### src/rtl/hazard_pkg.sv
// rtl/hazard_pkg.sv - shared types, constants and helpers for the hazard unit
// Purpose: forwarding-select and branch-FSM enums, the per-stage destination
// record kept in the shadow pipeline, and the RAW / forwarding match helpers.
// Ports: none (package).
package hazard_pkg;

    localparam int REG_AW = 4;
    localparam logic [REG_AW-1:0] PC_REG = 4'd15;

    typedef enum logic [1:0] {
        FWD_RF  = 2'b00,
        FWD_WB  = 2'b01,
        FWD_MEM = 2'b10
    } fwd_sel_t;

    typedef enum logic {
        RUN      = 1'b0,
        BR_FLUSH = 1'b1
    } br_state_t;

    typedef struct packed {
        logic              rf_we;
        logic              load;
        logic [REG_AW-1:0] a3;
    } stage_info_t;

    // Decode operand depends on this stage's result; the PC is never tracked.
    function automatic logic raw_hit(input stage_info_t s,
                                     input logic [REG_AW-1:0] a1,
                                     input logic [REG_AW-1:0] a2);
        return s.rf_we && (s.a3 != PC_REG) && ((s.a3 == a1) || (s.a3 == a2));
    endfunction

    // Youngest producer wins: MEM is checked before WB.
    function automatic fwd_sel_t fwd_pick(input stage_info_t m,
                                          input stage_info_t w,
                                          input logic [REG_AW-1:0] a);
        if (a == PC_REG)                 return FWD_RF;
        else if (m.rf_we && m.a3 == a)   return FWD_MEM;
        else if (w.rf_we && w.a3 == a)   return FWD_WB;
        else                             return FWD_RF;
    endfunction

endpackage

### src/rtl/hazard_stage_track.sv
// rtl/hazard_stage_track.sv - two-deep shadow of EX destination info (E->M->W)
// Purpose: mirrors what the MEM and WB pipeline registers hold so the hazard
// unit needs no taps on them. Bubbles carry rf_we=0 and shift like any entry.
// Ports: clk, rst (async, active high); e_info in; m_info, w_info out.
module hazard_stage_track
    import hazard_pkg::*;
(
    input  logic        clk,
    input  logic        rst,
    input  stage_info_t e_info,
    output stage_info_t m_info,
    output stage_info_t w_info
);

    always_ff @(posedge clk or posedge rst) begin
        if (rst) begin
            m_info <= '0;
            w_info <= '0;
        end else begin
            m_info <= e_info;
            w_info <= m_info;
        end
    end

endmodule

### src/rtl/hazard_unit.sv
// rtl/hazard_unit.sv - stall/flush/forwarding control around the ID/EX register
// Purpose: load-use (or full RAW) stalls, taken-branch flush sequencing and
// operand forwarding selects, all combinational from inputs and local state.
// Build option: HAZARD_FWD_EN enables forwarding; without it every RAW stalls
// until the writer has left WB and both forwarding selects stay at RF.
// Ports: CLK, RST (async, active high); A1_D, A2_D decode sources;
// A1_E, A2_E, RF_WE_E, A3_E, WBSelect_E, BranchTaken_E from ID/EX;
// StallF, StallD, FlushD, FlushE, FwdA_E, FwdB_E outputs.
module hazard_unit
    import hazard_pkg::*;
#(
    parameter int RA           = 4,
    parameter int BR_FLUSH_CYC = 2
) (
    input  logic          CLK,
    input  logic          RST,
    input  logic [RA-1:0] A1_D,
    input  logic [RA-1:0] A2_D,
    input  logic [RA-1:0] A1_E,
    input  logic [RA-1:0] A2_E,
    input  logic          RF_WE_E,
    input  logic [RA-1:0] A3_E,
    input  logic          WBSelect_E,
    input  logic          BranchTaken_E,
    output logic          StallF,
    output logic          StallD,
    output logic          FlushD,
    output logic          FlushE,
    output logic [1:0]    FwdA_E,
    output logic [1:0]    FwdB_E
);

    localparam int CW = $clog2(BR_FLUSH_CYC + 1);

    stage_info_t e_info;
    stage_info_t m_info;
    stage_info_t w_info;

    br_state_t   state_q;
    br_state_t   state_d;
    logic [CW-1:0] cnt_q;
    logic [CW-1:0] cnt_d;

    logic        flushing;
    logic        stall;
    fwd_sel_t    fwd_a;
    fwd_sel_t    fwd_b;

    assign e_info = '{rf_we: RF_WE_E, load: WBSelect_E, a3: A3_E};

    hazard_stage_track u_track (
        .clk    (CLK),
        .rst    (RST),
        .e_info (e_info),
        .m_info (m_info),
        .w_info (w_info)
    );

    // The load flag rides along in the shadow but no decision reads it downstream.
    logic unused_load;
    assign unused_load = m_info.load ^ w_info.load;

`ifdef HAZARD_FWD_EN
    assign stall = WBSelect_E && raw_hit(e_info, A1_D, A2_D);
    assign fwd_a = fwd_pick(m_info, w_info, A1_E);
    assign fwd_b = fwd_pick(m_info, w_info, A2_E);
`else
    logic unused_fwd;
    assign unused_fwd = ^{A1_E, A2_E};
    assign stall = raw_hit(e_info, A1_D, A2_D) ||
                   raw_hit(m_info, A1_D, A2_D) ||
                   raw_hit(w_info, A1_D, A2_D);
    assign fwd_a = FWD_RF;
    assign fwd_b = FWD_RF;
`endif

    always_ff @(posedge CLK or posedge RST) begin
        if (RST) begin
            state_q <= RUN;
            cnt_q   <= '0;
        end else begin
            state_q <= state_d;
            cnt_q   <= cnt_d;
        end
    end

    always_comb begin
        state_d  = state_q;
        cnt_d    = cnt_q;
        flushing = 1'b0;
        case (state_q)
            RUN: begin
                if (BranchTaken_E) begin
                    flushing = 1'b1;
                    if (BR_FLUSH_CYC > 1) begin
                        state_d = BR_FLUSH;
                        cnt_d   = CW'(BR_FLUSH_CYC - 1);
                    end
                end
            end
            BR_FLUSH: begin
                // EX holds a bubble here, so a taken flag is stale and ignored.
                flushing = 1'b1;
                cnt_d    = cnt_q - CW'(1);
                if (cnt_q == CW'(1)) begin
                    state_d = RUN;
                end
            end
            default: state_d = RUN;
        endcase
    end

    // A flushed decode slot is discarded, so stalling it would be pointless.
    assign StallF = !RST && stall && !flushing;
    assign StallD = !RST && stall && !flushing;
    assign FlushD = !RST && flushing;
    assign FlushE = !RST && (flushing || stall);
    assign FwdA_E = RST ? 2'b00 : fwd_a;
    assign FwdB_E = RST ? 2'b00 : fwd_b;

endmodule

### config.mk
export PLATFORM = sky130hd
export DESIGN_NAME = hazard_unit
export DESIGN_NICKNAME = d
export VERILOG_FILES = /design/src/rtl/hazard_pkg.sv /design/src/rtl/hazard_stage_track.sv /design/src/rtl/hazard_unit.sv
export SDC_FILE = /design/constraint.sdc
export NUM_CORES = 1
export LEC_CHECK = 0
export CELL_PAD_IN_SITES_DETAIL_PLACEMENT = 1
export CELL_PAD_IN_SITES_GLOBAL_PLACEMENT = 1
export CORE_MARGIN = 2
export CORE_UTILIZATION = 30
export CTS_CLUSTER_DIAMETER = 80
export DETAILED_ROUTE_END_ITERATION = 12
export PLACE_DENSITY_LB_ADDON = 0.1
export SKIP_LAST_GASP = 1
export SYNTH_ARGS = -nofsm -noshare
export SYNTH_HDL_FRONTEND = slang
export SYNTH_SLANG_ARGS = --single-unit
### constraint.sdc
create_clock -name CLK -period 2.06 [get_ports CLK]
set_input_delay 0.515 -clock CLK [delete_from_list [all_inputs] [get_ports CLK]]
set_output_delay 0.515 -clock CLK [all_outputs]
set_load 0.005 [all_outputs]
==> out/qor.csv <==
stage,metric,value,unit
outcome,status,"finished, violations left",
outcome,failing checks,negative setup slack,
logic_synthesis,number of synthesized register bits,13,
timing,final setup fails,3,
place,Placed Instance Area,983,um^2
logic_synthesis,"top cells by area, synth","dfrtp_1 44%, xor2_1 28%, buf_4 5.0%, nor4_1 5.0%, o211ai_1 3.0%",
timing,"Hold Violations, Final",0,
worst_hold_path,hold depth,0,
logic_synthesis,post-synth top area cell,dfrtp_1,
cts,Root Driver,clkbuf_4,
cts,clk_lat worst skew,260,ps
critical_path,r2r worst-path depth,3,
place,post-placement setup slack,-993,ps
place,port bufs,19,
global_route,Total Routing Usage GR,0.133,
logic_synthesis,most common cell in the netlist,xor2_1,
detailed_routing,vias,587,
layout,cell area after layout,973,um^2
cts,H-tree Lvls,1,
power_and_ir_drop,pwr dens,709,nW/um^2
global_route,gr ovfl total,0,
critical_path,reg2reg start,cnt_q[0]$_DFFE_PP0N_,
critical_path,reg-to-reg setup timing slack,1120,ps
logic_synthesis,Ys Warns,0,
critical_path,"Worst Path Class, Setup",reg2out,
floorplan,Die Area,2900,um^2
timing,Max Clk Rate,460,MHz
worst_hold_path,Worst Hold Path EP,u_track.w_info[5]$_DFF_PP0_,
worst_hold_path,worst hold path type,reg2reg,
timing,RSZ-0062 raised after global routing,yes,
cts,clock sinks,13,
worst_hold_path,hold_sp,u_track.m_info[5]$_DFF_PP0_,
power_and_ir_drop,Clock Power Share,0.221,
power_and_ir_drop,LEAKAGE,0.000439,uW
global_route,number of global-route vias before repair,614,
critical_path,WP data arrival,1660,ps
timing,crit share post-route,1.06,
global_route,first-pass GRT wire length,2650,um
floorplan,# IOs,33,
power_and_ir_drop,total internal power,475,uW
timing,TNS Setup,-336,ps
global_route,largest net degree at the start of global routing,14,
detailed_routing,remaining antenna violation count after routing,0,
cts,CTS tree,built,
power_and_ir_drop,Gate power share,0.314,
timing,worst setup margin,-113,ps
logic_synthesis,syn avg cell area,10.8,um^2
detailed_routing,drt via density,4.66,
flow_run,Max Cap Violations,0,
place,RD Place Congestion,0.718,
global_route,initial antenna violation count,0,
timing,final clock skew,0.395,ps
power_and_ir_drop,Net Sw Frac,0.311,
cts,Num CTS Buffers,3,
logic_synthesis,"Seq/Total Area, Yosys",0.437,
layout,# nets final,123,
power_and_ir_drop,P_sw,215,uW
critical_path,Critical R2R Capture,cnt_q[1]$_DFFE_PP0N_,
detailed_routing,# DRC,0,
logic_synthesis,Mapped Area,744,um^2
timing,fin crit period,2170,ps
power_and_ir_drop,Peak VDD IR,0.000412,V
critical_path,Crit path required time,1540,ps
detailed_routing,WL final,1710,um
floorplan,die width,53.8,um
layout,diodes inserted,0,
critical_path,Crit Path Max Fanout,4,
detailed_routing,Pre-antenna DRT Iters,3,
layout,area grow syn2layout,30.8,%
logic_synthesis,Async SR Flop Fraction,1.00,
power_and_ir_drop,Reg power frac,0.466,
logic_synthesis,post-synthesis instance total,69,
place,Detailed Place HPWL,1420,um
floorplan,row cnt,18,
logic_synthesis,Synth top cells by count,"24 x xor2_1, 13 x dfrtp_1, 6 x nor4_1",
logic_synthesis,top cell type's share of synthesized area,0.437,
critical_path,crit path from,u_track.m_info[2]$_DFF_PP0_,
logic_synthesis,Yosys cell types,17,
timing,max-slew violation count,0,
logic_synthesis,top_reg_cell synth,dfrtp_1,
cts,clock tree buffer depth,2,
detailed_routing,drt first-iter violations,4,
critical_path,CP startpoint kind,flip-flop,
cts,Clock transition at path regs,80,ps
logic_synthesis,"EDFF count, synth",0,
floorplan,Die H,53.8,um
detailed_routing,drt wl/cell,13.5,um
floorplan,Initial Util,0.309,
layout,share of post-route cells with drive strength above 1,0.344,
critical_path,kind of end point of the critical path,output pin,
floorplan,area of the core,2410,um^2
power_and_ir_drop,Power Total,690,uW
==> repair_timing <==
action                                  4_1_cts  5_1_grt
setup buffers                                 1        0
pin swaps                                     9        4
endpoints found under the setup margin        4        4
resized for setup                            62        8
hold buffers                                  0        0
hold endpoints to repair                      0        0
==> area by class of cell <==
cell class              instances  area, um^2
fillers                       273        1440
clock buffers                   4        26.3
flip-flops and latches         13         327
multi-input cells              51         417
well taps                      30        37.5
inverters                       3        11.3
repair buffers                 25         155
==> power by group through the flow <==
stage | registers [uW] | clock network, uW | logic (uW)
4_1_cts | 320 | 160 | 214
5_1_grt | 327 | 178 | 243
6_report | 321 | 152 | 216
2_1_floorplan | 329 | 0 | 112
3_5_place_dp | 326 | 0 | 228
3_3_place_gp | 324 | 0 | 220
==> worst max-delay path, cell delays in order (launching register included) <==
cell	delay, ps
dfrtp_2	450
xor2_2	160
nor4_2	280
o211ai_1	180
a31oi_1	180
buf_2	140
==> cells in the final DEF (no fill, tap or decap) <==
master,instances
nand2_1,2
nor3_1,1
a21oi_1,1
nor2_2,1
xor2_2,1
clkbuf_4,3
nand4_1,3
dfrtp_2,1
nor4_2,4
nor2_1,1
xor2_1,23
inv_1,3
mux2i_1,1
dfrtp_1,12
buf_4,6
o211ai_1,3
a31oi_1,1
o31ai_1,1
clkdlybuf4s50_1,3
ha_1,1
nor4_1,2
clkbuf_1,1
clkbuf_2,1
buf_2,15
a41oi_2,1
conb_1,4
==> metal layers <==
layer / wire [um] / global-route usage / vias to the layer above / part of all wire
met1: 795 / 0.176 / 285 / 0.47
met3: 98 / 0.0167 / 2 / 0.057
met5: 0 / 0 / - / 0
li1: - / - / 282 / -
met2: 800 / 0.205 / 18 / 0.47
met4: 12 / 0.0769 / 0 / 0.0070
==> registers in the layout (all words and copies together) (netlist names) <==
signal          count
state_q             1
cnt_q               2
u_track.m_info      5
u_track.w_info      5
==> metrics by stage <==
stage / utilization / hold slack (ps) / instances
floorplan: - / 354 / 72
global placement: 0.408 / 375 / 121
detailed placement: 0.408 / 372 / 121
CTS: 0.393 / 390 / 126
global route: 0.404 / 391 / 126
finish: 0.404 / 388 / 126
==> logic make-up after synthesis <==
| group | after synthesis | share of synthesized area |
|---|---|---|
| compound gates | 7 | 0.0773 |
| xor+xnor | 24 | 0.282 |
| fa+ha+maj | 1 | 0.0168 |
| buf+inv | 8 | 0.0656 |
| flops | 13 | 0.437 |
| mux | 1 | 0.0134 |
| other cells | 1 | 0.00504 |
| simple gates | 14 | 0.103 |
==> worst max-delay path by stage <==
stage	end	slack, ps	cells after the start
global route	StallD	-250	5
CTS	StallF	-160	5
global placement	StallF	-940	6
finish	StallD	-110	5
floorplan	StallF	90	5
detailed placement	StallF	-990	6
Note: power is estimated with default switching activity, not from simulation.
